==> src/rtl/ifu_cache_ctrl_if.sv <==
// Signal bundle between the IFU cache controller, the fetch front end,
// the refill memory port, the data array and the PLRU block.
interface ifu_cache_ctrl_if #(
    parameter int WAYS_NUM = 16,
    parameter int ADDR_W   = 32
);
    localparam int WAY_W = $clog2(WAYS_NUM);

    typedef struct packed {
        logic update_counter;
        logic update_tree;
    } t_cache_ctrl2_plru;

    logic              req_valid;
    logic [ADDR_W-1:0] req_addr;
    logic              req_ready;
    logic              flush;
    logic              rsp_valid;
    logic [WAY_W-1:0]  rsp_way;
    logic              mem_req_valid;
    logic [ADDR_W-1:0] mem_req_addr;
    logic              mem_req_ready;
    logic              mem_rsp_valid;
    logic              fill_we;
    logic [WAY_W-1:0]  fill_way;
    t_cache_ctrl2_plru cache_ctrl2_plru;
    logic              cache_miss;
    logic [WAY_W-1:0]  hit_cl;
    logic [WAY_W-1:0]  evicted_cl;

    modport slave (
        input  req_valid, req_addr, flush, mem_req_ready, mem_rsp_valid, evicted_cl,
        output req_ready, rsp_valid, rsp_way, mem_req_valid, mem_req_addr,
               fill_we, fill_way, cache_ctrl2_plru, cache_miss, hit_cl
    );

    modport master (
        output req_valid, req_addr, flush, mem_req_ready, mem_rsp_valid, evicted_cl,
        input  req_ready, rsp_valid, rsp_way, mem_req_valid, mem_req_addr,
               fill_we, fill_way, cache_ctrl2_plru, cache_miss, hit_cl
    );
endinterface

==> src/rtl/ifu_cache_ctrl.sv <==
// Tag/valid array and lookup/refill sequencer for a fully-associative
// I-cache; victim selection is delegated to the downstream PLRU block.
module ifu_cache_ctrl #(
    parameter int WAYS_NUM = 16,
    parameter int ADDR_W   = 32,
    parameter int OFFSET_W = 4,
    parameter int TAG_W    = ADDR_W - OFFSET_W
) (
    input logic            clk,
    input logic            rst,
    ifu_cache_ctrl_if.slave bus
);
    localparam int WAY_W = $clog2(WAYS_NUM);

    typedef enum logic [2:0] {
        IDLE,
        LOOKUP,
        MISS_REQ,
        MISS_WAIT,
        RESP
    } state_t;

    state_t              state;
    logic [WAYS_NUM-1:0] valid;
    logic [TAG_W-1:0]    tags [WAYS_NUM];
    logic [ADDR_W-1:0]   addr_q;
    logic [WAY_W-1:0]    victim;
    logic [TAG_W-1:0]    tag_q;
    logic                hit;
    logic [WAY_W-1:0]    hit_way;

    assign tag_q = addr_q[ADDR_W-1:OFFSET_W];

    // Parallel tag compare; the first match in ascending order wins.
    always_comb begin
        hit     = 1'b0;
        hit_way = '0;
        for (int unsigned i = 0; i < WAYS_NUM; i++) begin
            if (!hit && valid[i] && (tags[i] == tag_q)) begin
                hit     = 1'b1;
                hit_way = WAY_W'(i);
            end
        end
    end

    always_ff @(posedge clk) begin
        if (!rst) begin
            state  <= IDLE;
            valid  <= '0;
            victim <= '0;
            addr_q <= '0;
        end else begin
            case (state)
                IDLE: begin
                    if (bus.flush) begin
                        valid <= '0;
                    end else if (bus.req_valid) begin
                        addr_q <= bus.req_addr;
                        state  <= LOOKUP;
                    end
                end
                LOOKUP: begin
                    if (hit) begin
                        state <= IDLE;
                    end else begin
                        victim <= bus.evicted_cl;
                        state  <= MISS_REQ;
                    end
                end
                MISS_REQ: begin
                    if (bus.mem_req_ready) state <= MISS_WAIT;
                end
                MISS_WAIT: begin
                    if (bus.mem_rsp_valid) begin
                        tags[victim]  <= tag_q;
                        valid[victim] <= 1'b1;
                        state         <= RESP;
                    end
                end
                RESP:    state <= IDLE;
                default: state <= IDLE;
            endcase
        end
    end

    // Outputs decode from state and the live compare so a hit answers in the
    // LOOKUP cycle; everything is held at zero while reset is asserted.
    always_comb begin
        bus.req_ready        = 1'b0;
        bus.rsp_valid        = 1'b0;
        bus.rsp_way          = '0;
        bus.mem_req_valid    = 1'b0;
        bus.mem_req_addr     = '0;
        bus.fill_we          = 1'b0;
        bus.fill_way         = '0;
        bus.cache_ctrl2_plru = '0;
        bus.cache_miss       = 1'b0;
        bus.hit_cl           = '0;
        if (rst) begin
            case (state)
                IDLE: bus.req_ready = 1'b1;
                LOOKUP: begin
                    bus.cache_ctrl2_plru = '1;
                    bus.cache_miss       = !hit;
                    bus.hit_cl           = hit_way;
                    bus.rsp_valid        = hit;
                    bus.rsp_way          = hit_way;
                end
                MISS_REQ: begin
                    bus.mem_req_valid = 1'b1;
                    bus.mem_req_addr  = {tag_q, {OFFSET_W{1'b0}}};
                end
                MISS_WAIT: begin
                    bus.fill_we  = bus.mem_rsp_valid;
                    bus.fill_way = bus.mem_rsp_valid ? victim : '0;
                end
                RESP: begin
                    bus.rsp_valid = 1'b1;
                    bus.rsp_way   = victim;
                end
                default: ;
            endcase
        end
    end
endmodule
==> src/flat_wrapper.sv <==
// flat-port wrapper written by rule: the top's interface ports become plain ports
module ifu_cache_ctrl_flat 
#(
    parameter int WAYS_NUM = 16,
    parameter int ADDR_W   = 32,
    parameter int OFFSET_W = 4,
    parameter int TAG_W    = ADDR_W - OFFSET_W
)
  (clk, rst, bus_req_valid, bus_req_addr, bus_flush, bus_mem_req_ready, bus_mem_rsp_valid, bus_evicted_cl, bus_req_ready, bus_rsp_valid, bus_rsp_way, bus_mem_req_valid, bus_mem_req_addr, bus_fill_we, bus_fill_way, bus_cache_ctrl2_plru, bus_cache_miss, bus_hit_cl);
  ifu_cache_ctrl_if #(.WAYS_NUM(WAYS_NUM), .ADDR_W(ADDR_W)) bus_i ();
  input logic clk;
  input logic rst;
  input wire logic [$bits(bus_i.req_valid)-1:0] bus_req_valid;
  input wire logic [$bits(bus_i.req_addr)-1:0] bus_req_addr;
  input wire logic [$bits(bus_i.flush)-1:0] bus_flush;
  input wire logic [$bits(bus_i.mem_req_ready)-1:0] bus_mem_req_ready;
  input wire logic [$bits(bus_i.mem_rsp_valid)-1:0] bus_mem_rsp_valid;
  input wire logic [$bits(bus_i.evicted_cl)-1:0] bus_evicted_cl;
  output wire logic [$bits(bus_i.req_ready)-1:0] bus_req_ready;
  output wire logic [$bits(bus_i.rsp_valid)-1:0] bus_rsp_valid;
  output wire logic [$bits(bus_i.rsp_way)-1:0] bus_rsp_way;
  output wire logic [$bits(bus_i.mem_req_valid)-1:0] bus_mem_req_valid;
  output wire logic [$bits(bus_i.mem_req_addr)-1:0] bus_mem_req_addr;
  output wire logic [$bits(bus_i.fill_we)-1:0] bus_fill_we;
  output wire logic [$bits(bus_i.fill_way)-1:0] bus_fill_way;
  output wire logic [$bits(bus_i.cache_ctrl2_plru)-1:0] bus_cache_ctrl2_plru;
  output wire logic [$bits(bus_i.cache_miss)-1:0] bus_cache_miss;
  output wire logic [$bits(bus_i.hit_cl)-1:0] bus_hit_cl;
  assign bus_i.req_valid = bus_req_valid;
  assign bus_i.req_addr = bus_req_addr;
  assign bus_i.flush = bus_flush;
  assign bus_i.mem_req_ready = bus_mem_req_ready;
  assign bus_i.mem_rsp_valid = bus_mem_rsp_valid;
  assign bus_i.evicted_cl = bus_evicted_cl;
  assign bus_req_ready = bus_i.req_ready;
  assign bus_rsp_valid = bus_i.rsp_valid;
  assign bus_rsp_way = bus_i.rsp_way;
  assign bus_mem_req_valid = bus_i.mem_req_valid;
  assign bus_mem_req_addr = bus_i.mem_req_addr;
  assign bus_fill_we = bus_i.fill_we;
  assign bus_fill_way = bus_i.fill_way;
  assign bus_cache_ctrl2_plru = bus_i.cache_ctrl2_plru;
  assign bus_cache_miss = bus_i.cache_miss;
  assign bus_hit_cl = bus_i.hit_cl;
  ifu_cache_ctrl #(.WAYS_NUM(WAYS_NUM), .ADDR_W(ADDR_W), .OFFSET_W(OFFSET_W), .TAG_W(TAG_W)) u_core (.clk(clk), .rst(rst), .bus(bus_i));
endmodule
==> config.mk <==
export PLATFORM = sky130hd
export DESIGN_NAME = ifu_cache_ctrl_flat
export DESIGN_NICKNAME = d
export VERILOG_FILES = /design/src/rtl/ifu_cache_ctrl_if.sv /design/src/rtl/ifu_cache_ctrl.sv /design/src/flat_wrapper.sv
export SDC_FILE = /design/constraint.sdc
export NUM_CORES = 1
export LEC_CHECK = 0
export CAP_MARGIN = 10
export CORE_AREA = 2 2 278 280
export DETAILED_ROUTE_END_ITERATION = 10
export DIE_AREA = 0 0 280 282
export GPL_ROUTABILITY_DRIVEN = 1
export PLACE_DENSITY_LB_ADDON = 0.15
export SYNTH_ARGS = -nofsm -noshare
export SYNTH_HDL_FRONTEND = slang
export SYNTH_SLANG_ARGS = --single-unit
==> constraint.sdc <==
create_clock -name clk -period 5 [get_ports clk]
set_clock_uncertainty 0.2 [all_clocks]
set_input_delay 1 -clock clk [delete_from_list [all_inputs] [get_ports clk]]
set_output_delay 1 -clock clk [all_outputs]
set_load 0.01 [all_outputs]
# After elaboration in Yosys (flattened, before gate mapping)
# Memories as Yosys holds them, arrays and structs flattened.
# Index checks and enable logic that the tools add are counted.
# word_totals
in_bits,42
memories,1
ram_bits,448
out_inout_bits,51
wordCells,156
ff_bits,55
# memory_table
memory,depth,width,rd,rd_ports_with_merged_regs,wr,line,rtl
u_core.tags,16,28,16,0,1,ifu_cache_ctrl.sv:25,logic [TAG_W-1:0] tags [WAYS_NUM];
# op_classes
order_cmp,2
reduce_logical,54
n_bitwise,3
mux,67
eq_ne,25
# op_table
cell,n
$eq A28 B28 Y1,16
$mux W32,2
$mux W4,14
$logic_and A1 B1 Y1,32
$mux W16,2
$pmux W16 S2,1
$mux W1,31
$mux W3,8
$logic_not A1 Y1,16
$or A16 B16 Y16,1
$pmux W3 S4,1
$mux W2,5
$ne A2 B2 Y1 const B,5
$pmux W4 S2,1
$eq A3 B2 Y1 const B,2
$reduce_and A3 Y1,2
$lt A4 B5 Y1 const B,1
$demux W1 S4,1
$ge A4 B1 Y1 const B,1
$reduce_and A4 Y1,1
$eq A3 B1 Y1 const B,1
$eq A3 B3 Y1 const B,1
$logic_not A3 Y1,1
$not A1 Y1,2
3 further kinds,3

# Depth between registers and ports, before layout
# Gate-level depths: netlist (run 1).
# An unclocked memory read counts as a cell.
# logic_depth
word_depth,67
mapped_depth,11
depth_no_buf,8

# Least setup slack after synthesis (run 1)
# OpenSTA, ideal clock, no wires.
# synth_timing
kind,in2reg
startpoint,in bus_mem_rsp_valid
endpoint,mem u_core.tags[3][0] in the netlist's numbering (enable)
setup_time_ns,0.448
setup_slack_ns,0.773
t_arrival_ns,3.579
n_path_buf,1
stages,4
required_ns,4.352
cell_sequence,and4_1 > clkbuf_1 > nand3_1 > nor3_1
# synth_between
elab_chain_len,4
# synth_rtl
element,line,rtl
from (decl),flat_wrapper.sv:17,input wire logic [$bits(bus_i.mem_rsp_valid)-1:0] bus_mem_rsp_valid;
$mux W1,ifu_cache_ctrl.sv:74,if (bus.mem_rsp_valid) begin
$mux W1,ifu_cache_ctrl.sv:53,case (state)
$mux W1,ifu_cache_ctrl.sv:47,if (!rst) begin
$mux W1 (implied by the code),ifu_cache_ctrl.sv:75,tags[victim] <= tag_q;
to (decl),ifu_cache_ctrl.sv:25,
# No other way between the ends.

# Worst setup path in the final report (run 1)
# layout_timing
startpoint,reg u_core.addr_q[17]
endpoint,out bus_rsp_way[3]
# layout_between
elab_chain_len,65
word_cells_on_any_way,87
cone_classes,eq/ne (16); mux (25); reduce/logical (46)
# layout_rtl
element,line,rtl
from (decl),ifu_cache_ctrl.sv:26,logic [ADDR_W-1:0] addr_q;
from (signal assigned),ifu_cache_ctrl.sv:58,addr_q <= bus.req_addr;
$eq A28 B28 Y1,ifu_cache_ctrl.sv:39,if (!hit && valid[i] && (tags[i] == tag_q)) begin
$logic_and A1 B1 Y1,ifu_cache_ctrl.sv:39,
$mux W1,ifu_cache_ctrl.sv:39,
$logic_not A1 Y1,ifu_cache_ctrl.sv:39,
$logic_and A1 B1 Y1 (2 in series),ifu_cache_ctrl.sv:39,
$mux W1,ifu_cache_ctrl.sv:39,
$logic_not A1 Y1,ifu_cache_ctrl.sv:39,
$logic_and A1 B1 Y1 (2 in series),ifu_cache_ctrl.sv:39,
[45 not listed],n/a,
$logic_not A1 Y1,ifu_cache_ctrl.sv:39,
$logic_and A1 B1 Y1 (2 in series),ifu_cache_ctrl.sv:39,
$mux W1,ifu_cache_ctrl.sv:39,
$logic_not A1 Y1,ifu_cache_ctrl.sv:39,
$logic_and A1 B1 Y1 (2 in series),ifu_cache_ctrl.sv:39,
$mux W4 (*),ifu_cache_ctrl.sv:39,
$pmux W4 S2 (*),ifu_cache_ctrl.sv:100,case (state)
$mux W4 (*),ifu_cache_ctrl.sv:99,if (rst) begin
to (decl),flat_wrapper.sv:21,output wire logic [$bits(bus_i.rsp_way)-1:0] bus_rsp_way;
# Every way passes the cells marked *; elsewhere a longest branch is shown, timed or not.

==> results of run 1 <==
## cell families (layout without fill, tap and decap cells)
kind of cell	Yosys count	count (layout)
buffers and inverters	94	366
and+or+nand+nor	544	544
other	1	4
DFF	499	499
muxes	4	4
AOI/OAI and AO/OA	87	87
xor gates and xnor gates	447	447
## worst max-delay path: cells and delay by family, from the launching register on
family / cells / cell delay [ps]
flip-flops: 1 / 460
AO/OA/AOI/OAI: 1 / 80
AND/OR/NAND/NOR: 6 / 960
XOR/XNOR: 1 / 150
buffers and inverters: 6 / 1450
## layout make-up
type	instances	share of cell area (%)
clock buffers	81	5.53
clock inverters	27	0.626
inverters	12	0.162
multi-input cells	1086	28.3
flip-flops and latches	499	52.4
well taps	978	4.40
repair buffers	246	8.60
## sequential cells by signal, summed over array words and instances (netlist names)
register       cells
u_core.addr_q     28
u_core.state       3
u_core.tags      448
u_core.victim      4
u_core.valid      16
## routing by layer
metal	up-vias	GRT usage [%]	routed length (microns)
met5	-	0	0
met4	0	4.57	1570
met3	90	2.30	2770
met2	316	27.9	31700
met1	7342	25.0	33400
li1	6589	-	-
## path summary, 6_finish.rpt
check               startpoint               end  cells past startpoint
max          u_core.addr_q[17]    bus_rsp_way[3]                     14
min reg2reg    u_core.valid[1]   u_core.valid[1]                      2
min            u_core.valid[1]   u_core.valid[1]                      2
max reg2reg  u_core.addr_q[16]  u_core.victim[0]                     11
## what timing repair did
action                     CTS  global route
pin swaps                    9             8
hold buffers                 0             0
setup endpoints to repair   10             8
resized for setup           47            32
buffers inserted            17            19
## power breakdown
part           switching [mW]  total, mW  internal, mW
sequential             0.0721       4.62          4.55
combinational           0.367      0.622         0.255
clock                    1.73       3.92          2.19
total                    2.16       9.16          6.99
## cell usage after synthesis, types with 22 or more instances
| cell type | number |
|---|---|
| xnor2_1 | 327 |
| nand2_1 | 146 |
| buf_4 | 22 |
| edfxtp_1 | 448 |
| buf_2 | 30 |
| nor3_1 | 22 |
| nor4_1 | 73 |
| nand4_1 | 138 |
| dfxtp_1 | 51 |
| nor2_1 | 41 |
| xor2_1 | 118 |
| and2_1 | 32 |
| a21boi_0 | 29 |
## per-stage QoR
step                      worst slack [ps]  cells  cell area [sq um]
after floorplan                        773   1679              22600
after global placement                 272   2784              25400
after detailed placement               188   2784              25400
after CTS                             1.03   2909              27400
after global routing                 -74.4   2929              27800
final                                 48.4   2929              27800
==> results.md, run 1 <==
* Number of global-route vias before repair at 14200
* Worst path cell trace: buf_4, buf_4, xnor2_1, nand2_1, nor4_2, nand4_1, nand4_1, buf_4, nor3_1, buf_4, nor4_1, buf_4, a21o_1, clkdlybuf4s50_1
* Max_cap viols at 0
* Leak at 8.42 nW
* Mux cell area share after synthesis at 0.177%
* Fin. Hold Viols at 0
* Initial Utilization at 29.8%
* First-pass GRT wire length at 100 mm
* TritonCTS clock tree: built
* Simple logic cell fraction of the synthesized area at 13.2%
* RSZ-0062 raised after global routing: yes
* Final Power at 9.16 mW
* Compound-Gate Fraction of Synth Area at 2.67%
* P per Cell Area at 329 mW/mm^2
* Iter 0 DRT Violations at 1087
* Mapped Cells at 1676
* Clk_lat worst skew at 630 ps
* EDFF count, synth at 448
* Max VDD drop at 256 uV
* WS Path Type: reg2out
* Fill count at 7310
* CTS sink cnt at 499
* Final setup violation count at 0
* DR vias/cell at 4.89
* Post-synthesis xor/xnor area fraction at 17.4%
* Core Area at 0.0757 sq mm
* Crit start category: flop
* Minimum clock period at 4950 ps
* Max_slew headroom at 28.4%
* Number of port buffers at 84
* Synth area leader: edfxtp_1
* Final setup TNS at 0 ps
* WL per Instance at 23.7 microns
* Status: finished clean
* Slowest stage delay, CP at 520 ps
* Clock Tree Root: clkbuf_16
* IO Count at 93
* Period utilisation layout at 99.0%
* Hold_ws at 304 ps
* Die ar. at 0.0790 sq mm
* Most area-consuming cells after synthesis: edfxtp_1, xnor2_1, xor2_1, dfxtp_1, nand4_1
* Worst EP required at 3800 ps
* GRT Resource Usage Total at 17.5%
* Avg Inst Size Synth at 13.5 sq um
* Reg-to-reg slack, setup at 1940 ps
* Worst-Margin Slew at 1070 ps
* Final Max Tran Viols at 0
* Largest net degree at the start of global routing at 43
* Main synth FF type: edfxtp_1
* Slowest library cell on the worst path: clkdlybuf4s50_1
* Seq. cell area at 0.0146 sq mm
* Total gr overflow at 0
* CTS buffer count at 57
* Initial antenna violation count at 3
* CTS max path bufs at 3
* Remaining antenna violation count at 0
* Most common cell after layout, fill and taps aside: edfxtp_1
* Final HPWL DP at 45.6 mm
* Asr flop ratio synth at 0%
* Die Wd at 280 microns
* Worst Hold Class: reg2reg
* Synth Area in Adders at 0%
* Final WL at 69.4 mm
* Multi-input gate area at 0.00786 sq mm
* Final Util at 36.7%
* Final nets at 1944
* Final Wtd Congestion at 0.836
* Cell area after synthesis at 0.0226 sq mm
* Warnings from Yosys at 0
* DRC Markers at 0
* DRT Pass-1 Iters at 5
* Post-synthesis register bit count at 499
* Commonest cells after routing, fill and taps aside: edfxtp_1, xnor2_1, nand2_1, nand4_1, buf_4
* Worst EP arrival at 3750 ps
* Synth top area share at 59.6%
* Sequential share of the synthesized area at 64.1%
* CP most frequent cell: buf_4
* DR vias at 14300
* Area Growth Syn to Fin at 23.1%
* H-tree depth at 2
* Die Span Y at 282 microns
* Critical path fanouts, max at 7
* Yosys cell types at 51
* Rows at 101
* Largest family of logic cells by synthesized area: XOR/XNOR gates
* Endpoint class of the critical path: output port
* Clock Pin Slew Worst Setup and Hold Paths at 60 ps
* Achievable Freq at 202 MHz
* ANT cells at 0
* Share of layout cells above drive strength 1 at 16.9%
(Power assumes the default switching activity.)
==> run 2, diff against run 1 <==
--- a/config.mk
+++ b/config.mk
@@ -11,6 +11,9 @@
 export DIE_AREA = 0 0 280 282
 export GPL_ROUTABILITY_DRIVEN = 1
 export PLACE_DENSITY_LB_ADDON = 0.15
+export RECOVER_POWER = 100
+export SETUP_SLACK_MARGIN = 0.4
+export SKIP_CTS_REPAIR_TIMING = 1
 export SYNTH_ARGS = -nofsm -noshare
 export SYNTH_HDL_FRONTEND = slang
 export SYNTH_SLANG_ARGS = --single-unit
==> run 2 against run 1 <==
Net effect: the flow now finishes with violations (max-capacitance violations, max-slew violations); first-iteration DRC count grew 19%; critical path depth shrank 3; sequential power is essentially flat; register-to-register slack lost 880 ps; maximum frequency grew 3.7%; core utilization grew 0.78 points; sequential share of layout area shrank 1.1 points; clock-buffer cell count is the same; critical path type unchanged.
==> results.md, run 2 (synthesis gave the netlist of run 1 again) <==
* Status: complete, but fails checks
* Failing checks: max-capacitance violations, max-slew violations
* DR vias/cell at 4.94 (+1.0%)
* Reg with most FFs: u_core.tags
* Core Area at 0.0757 sq mm (unchanged)
* Total gr overflow at 0 (unchanged)
* Hold path endpoint: u_core.valid[1]
* Hold depth at 2 (unchanged)
* Final Wtd Congestion at 0.836 (unchanged)
* Rows at 101 (unchanged)
* Final setup violation count at 0 (unchanged)
* Worst-Margin Slew at 1770 ps (+693 ps)
* TritonCTS clock tree: built
* P_sw at 2.21 mW (+2.2%)
* CTS max path bufs at 3 (unchanged)
* WS Path Type: reg2out
* Most common cell after layout, fill and taps aside: edfxtp_1
* Max_cap viols at 18 (+18)
* DRC Markers at 0 (unchanged)
* Number of global-route vias before repair at 14100 (-0.89%)
* Critical path fanouts, max at 19 (+12)
* Die ar. at 0.0790 sq mm (unchanged)
* P per Cell Area at 325 mW/mm^2 (-1.3%)
* Leak at 8.77 nW (+4.3%)
* IO Count at 93 (unchanged)
* Largest net degree at the start of global routing at 43 (unchanged)
* Top Registers: u_core.tags x448, u_core.addr_q x28, u_core.valid x16
* Clock Tree Root: clkbuf_16
* Post-Place Cells at 2784 (unchanged)
* Clock power frac at 42.6% (-0.2 points)
* First-pass GRT wire length at 99.3 mm (-0.74%)
* WL per Instance at 24.7 microns (+4.4%)
* Area Growth Syn to Fin at 25.7%
* Achievable Freq at 210 MHz (+3.7%)
* H-tree depth at 2 (unchanged)
* Initial Utilization at 29.8% (unchanged)
* Clk_lat worst skew at 630 ps (about the same)
* Number of port buffers at 84 (unchanged)
* FF-to-FF End: u_core.tags[0][6]
* Max_slew headroom at -17.8% (-46 points)
* RR Startpoint: u_core.state[0]
* Commonest cells after routing, fill and taps aside: edfxtp_1, xnor2_1, nand2_1, nand4_1, xor2_1
* Clock Pin Slew Worst Setup and Hold Paths at 60 ps (about the same)
* CTS buffer count at 57 (unchanged)
* CTS sink cnt at 499 (unchanged)
* Worst EP required at 3800 ps (about the same)
* Int Power at 7.01 mW (+0.31%)
* Minimum clock period at 4770 ps (-179 ps)
* RSZ-0062 raised after global routing: yes
* Reg2reg path depth at 5 (-6)
* Final nets at 1997 (+2.7%)
* Remaining antenna violation count at 0 (unchanged)
* Largest register FFs at 448 (unchanged)
* Switch share at 24.0% (+0.34 points)
* Final Util at 37.5% (+0.78 points)
* Final WL at 73.8 mm (+6.4%)
* Min-delay src: u_core.valid[1]
* Layout Cells excl Fill at 2983 (+1.8%)
* Die Wd at 280 microns (unchanged)
* CP Launch Point: u_core.addr_q[11]
* GRT Resource Usage Total at 17.3% (-0.14 points)
* Endpoint class of the critical path: output port
* Max VDD drop at 255 uV (-0.19%)
* Gate power share at 7.4% (+0.6 points)
* Worst EP arrival at 3570 ps (-180 ps)
* Final HPWL DP at 45.6 mm (unchanged)
* Iter 0 DRT Violations at 1294 (+19%)
* Period utilisation layout at 95.5% (-3.6 points)
* Crit start category: flop
* Worst Hold Class: reg2reg
* Die Span Y at 282 microns (unchanged)
* Fin. Hold Viols at 0 (unchanged)
* DRT Pass-1 Iters at 5 (unchanged)
* DR vias at 14700 (+2.9%)
* Initial antenna violation count at 3 (unchanged)
* Share of layout cells above drive strength 1 at 17.0% (+0.15 points)
* Final Max Tran Viols at 491 (+491)
* Reg power frac at 50.0% (-0.5 points)
* Reg-to-reg slack, setup at 1060 ps (-880 ps)
==> run 2: cell count changes in the layout (fill, tap and decap cells not counted), moves of 6 or more <==
| cell | before | now |
|---|---|---|
| clkbuf_4 | 0 | 8 |
| clkbuf_1 | 23 | 89 |
| buf_12 | 20 | 29 |
| dlymetal6s2s_1 | 1 | 8 |
| clkdlybuf4s50_1 | 83 | 55 |
| xnor2_2 | 11 | 28 |
| nor4_2 | 13 | 26 |
| dfxtp_2 | 6 | 0 |
| buf_4 | 126 | 89 |
| xnor2_1 | 318 | 300 |
| dlygate4sd3_1 | 0 | 19 |
| dfxtp_1 | 23 | 29 |
| nor4_1 | 57 | 42 |
==> run 2: worst max-delay path by stage <==
stage / end / slack [ps] / cells past startpoint
after global placement: bus_rsp_way[3] / 270 / 11
after detailed placement: bus_rsp_way[3] / 190 / 11
final: bus_hit_cl[0] / 230 / 11
after CTS: bus_rsp_way[3] / -510 / 11
after floorplan: u_core.tags[3][0] / 770 / 4
after global routing: bus_hit_cl[0] / 40 / 12
==> run 2: layer usage <==
metal / routed length [microns] / part of all wire [%] / vias to the layer above / GRT usage [%]
li1: - / - / 6690 / -
met1: 35100 / 47 / 7591 / 24.9
met2: 33800 / 46 / 382 / 27.8
met3: 3450 / 4.7 / 84 / 2.15
met4: 1460 / 2.0 / 0 / 4.21
met5: 0 / 0 / - / 0
==> run 2: area by class of cell <==
| cell class | instances | area (sq um) |
|---|---|---|
| fill | 7285 | 47300 |
| sequential | 499 | 14600 |
| multi-input combinational | 1086 | 8130 |
| timing repair buffer | 299 | 2720 |
| clock buffer | 81 | 1540 |
| tap | 978 | 1220 |
| clock inverter | 27 | 174 |
| inverter | 12 | 45.0 |
| antenna | 1 | 2.50 |
==> run 2: power groups by stage <==
stage	Clock (mW)	Sequential, mW	Combinational (mW)
2_1_floorplan	0	4.67	0.338
3_3_place_gp	0	4.72	0.585
3_5_place_dp	0	4.72	0.586
4_1_cts	4.02	4.63	0.590
5_1_grt	4.18	4.62	0.724
6_report	3.93	4.62	0.679
==> run 2: metrics by stage <==
stage	power, mW	hold WS, ps	TNS (ps)	instance area, sq um	setup slack [ps]
3_5_place_dp	5.31	284	0	25400	188
2_1_floorplan	5.01	230	0	22600	773
4_1_cts	9.25	301	-3020	27100	-509
3_3_place_gp	5.31	281	0	25400	272
5_1_grt	9.52	345	0	28400	41.9
6_report	9.23	306	0	28400	227
==> run 2: worst max-delay path, stage by stage (launching register included) <==
cell and delay (ps):
dfxtp_1 540, buf_12 250, xnor2_1 170, nand4_1 160, nor4_2 310, nand4_1 200, buf_4 180, a21oi_1 170
o21ai_2 130, a211o_1 340, a31oi_2 270, dlymetal6s2s_1 210
==> run 3, diff against run 2 <==
--- a/config.mk
+++ b/config.mk
@@ -12,7 +12,6 @@
 export GPL_ROUTABILITY_DRIVEN = 1
 export PLACE_DENSITY_LB_ADDON = 0.15
 export RECOVER_POWER = 100
-export SETUP_SLACK_MARGIN = 0.4
 export SKIP_CTS_REPAIR_TIMING = 1
 export SYNTH_ARGS = -nofsm -noshare
 export SYNTH_HDL_FRONTEND = slang
==> run 3 against run 2 <==
Net effect: the flow now finishes without violations; maximum frequency fell by 3.3%; clock power hardly changed; first-iteration DRC count shrank 10%; register-to-register slack improved by 970 ps; critical path type unchanged; largest cell class unchanged.
==> results.md, run 3 (synthesis gave the netlist of run 1 again) <==
* CTS buffer count at 57 (unchanged)
* Placed Area at 0.0254 sq mm (unchanged)
* Die Wd at 280 microns (unchanged)
* Leak at 8.40 nW (-4.3%)
* Commonest cells after routing, fill and taps aside: edfxtp_1, xnor2_1, nand2_1, nand4_1, xor2_1
* Minimum clock period at 4940 ps (+165 ps)
* Final HPWL DP at 45.6 mm (unchanged)
* Finished Cell Area at 0.0279 sq mm (-1.8%)
* Crit start category: flop
* Worst Hold Class: reg2reg
* Initial Utilization at 29.8% (unchanged)
* Rows at 101 (unchanged)
* Smallest setup slack after layout at 61.8 ps (-165 ps)
* Reg with most FFs: u_core.tags
* Die ar. at 0.0790 sq mm (unchanged)
* Min-delay src: u_core.valid[1]
* Final WL at 71.1 mm (-3.6%)
* WL per Instance at 24.2 microns (-2.1%)
* DRC Markers at 0 (unchanged)
* Clock Pin Slew Worst Setup and Hold Paths at 60 ps (about the same)
* CTS max path bufs at 3 (unchanged)
* Clk_lat worst skew at 630 ps (about the same)
* Largest register FFs at 448 (unchanged)
* Fin. Hold Viols at 0 (unchanged)
* Pre-CTS WS at 188 ps (unchanged)
* Hold depth at 2 (unchanged)
* Period utilisation layout at 98.8% (+3.3 points)
* GRT Resource Usage Total at 17.3% (unchanged)
* Endpoint class of the critical path: output port
* Remaining antenna violation count at 0 (unchanged)
* WS Path Type: reg2out
* Initial antenna violation count at 2 (-1)
* DRT Pass-1 Iters at 5 (unchanged)
* Final nets at 1949 (-2.4%)
* Iter 0 DRT Violations at 1162 (-10%)
* Layout Cells excl Fill at 2935 (-1.6%)
* Core Area at 0.0757 sq mm (unchanged)
* IO Count at 93 (unchanged)
* CTS sink cnt at 499 (unchanged)
* Worst path cell trace: buf_6, xor2_1, or2_2, a2111oi_0, nand4_1, and2_1, o221ai_2, a22o_1, a21o_1, clkdlybuf4s50_1
* Max_cap viols at 0 (-18)
* First-pass GRT wire length at 99.3 mm (unchanged)
* Share of layout cells above drive strength 1 at 16.8% (-0.25 points)
* Worst EP required at 3800 ps (about the same)
* Critical path fanouts, max at 6 (-13)
* Largest net degree at the start of global routing at 43 (unchanged)
* Worst EP arrival at 3740 ps (+170 ps)
* Hold_ws at 303 ps (-3.35 ps)
* Top Registers: u_core.tags x448, u_core.addr_q x28, u_core.valid x16
* Slowest stage delay, CP at 530 ps (about the same)
* Post-Place Cells at 2784 (unchanged)
* Worst-Margin Slew at 1040 ps (-730 ps)
* RSZ-0062 raised after global routing: yes
* Reg2reg path depth at 5 (unchanged)
* Number of port buffers at 84 (unchanged)
* FF-to-FF End: u_core.tags[12][15]
* P per Cell Area at 329 mW/mm^2 (+1.4%)
* Total gr overflow at 0 (unchanged)
* Most common cell after layout, fill and taps aside: edfxtp_1
* Number of global-route vias before repair at 14100 (unchanged)
* Die Span Y at 282 microns (unchanged)
* DR vias/cell at 4.91 (-0.77%)
* Slowest library cell on the worst path: clkdlybuf4s50_1
* Achievable Freq at 203 MHz (-3.3%)
* DR vias at 14400 (-2.4%)
* Final setup violation count at 0 (unchanged)
* Final Max Tran Viols at 0 (-100%)
* RR Startpoint: u_core.state[0]
* TritonCTS clock tree: built
* Crit path buf inv count at 2 (-1)
* Fill count at 7305 (+0.27%)
* Hold path endpoint: u_core.valid[1]
* Max_slew headroom at 30.8% (+49 points)
* Clock Tree Root: clkbuf_16
* Final Wtd Congestion at 0.836 (unchanged)
* Area Growth Syn to Fin at 23.5%
* Status: finished clean
* CP top delay family: simple AND/OR/NAND/NOR gates
* Reg-to-reg slack, setup at 2030 ps (+970 ps)
* Max VDD drop at 255 uV (about the same)
* H-tree depth at 2 (unchanged)
* Final Util at 36.8% (-0.66 points)
-- run 3: power breakdown --
part | internal, mW | total (mW) | switching [mW]
Clock | 2.19 | 3.93 | 1.74
Combinational | 0.259 | 0.633 | 0.374
Sequential | 4.55 | 4.62 | 0.0754
-- run 3: cell type report --
type                            count  area (sq um)  share of cell area (%)
Clock buffer                       81          1540                    5.51
Clock inverter                     27           174                   0.624
Inverter                           12          45.0                   0.162
Sequential cell                   499         14600                    52.2
Antenna cell                        1          2.50                 0.00897
Multi-Input combinational cell   1086          7890                    28.3
Tap cell                          978          1220                    4.39
Timing Repair Buffer              251          2450                    8.77
-- run 3: worst max path at each step --
stage / depth (start not counted) / slack (ps) / to / from
CTS: 11 / -510 / bus_rsp_way[3] / u_core.addr_q[6]
detailed placement: 11 / 190 / bus_rsp_way[3] / u_core.addr_q[6]
finish: 10 / 60 / bus_rsp_way[1] / u_core.addr_q[8]
floorplan: 4 / 770 / u_core.tags[3][0] / bus_mem_rsp_valid
global route: 13 / -60 / bus_rsp_way[3] / u_core.addr_q[11]
global placement: 11 / 270 / bus_rsp_way[3] / u_core.addr_q[6]
-- run 3: per-layer routing --
metal  GRT usage (%)  up-vias  share of wire [%]
met5               0        -                  0
met4            4.21        0                2.1
met3            2.15       86                3.9
met2            27.8      330                 46
met1            24.9     7389                 48
li1                -     6593                  -
-- run 3: worst min-delay path, cell delays in order, from the launching register on --
cell,delay [ps]
dfxtp_1,350
a21oi_1,50
nor2_1,70
-- run 3: stage by stage --
stage | power, mW | TNS [ps]
6_report | 9.19 | 0
5_1_grt | 9.49 | -149
4_1_cts | 9.25 | -3020
3_5_place_dp | 5.31 | 0
3_3_place_gp | 5.31 | 0
2_1_floorplan | 5.01 | 0
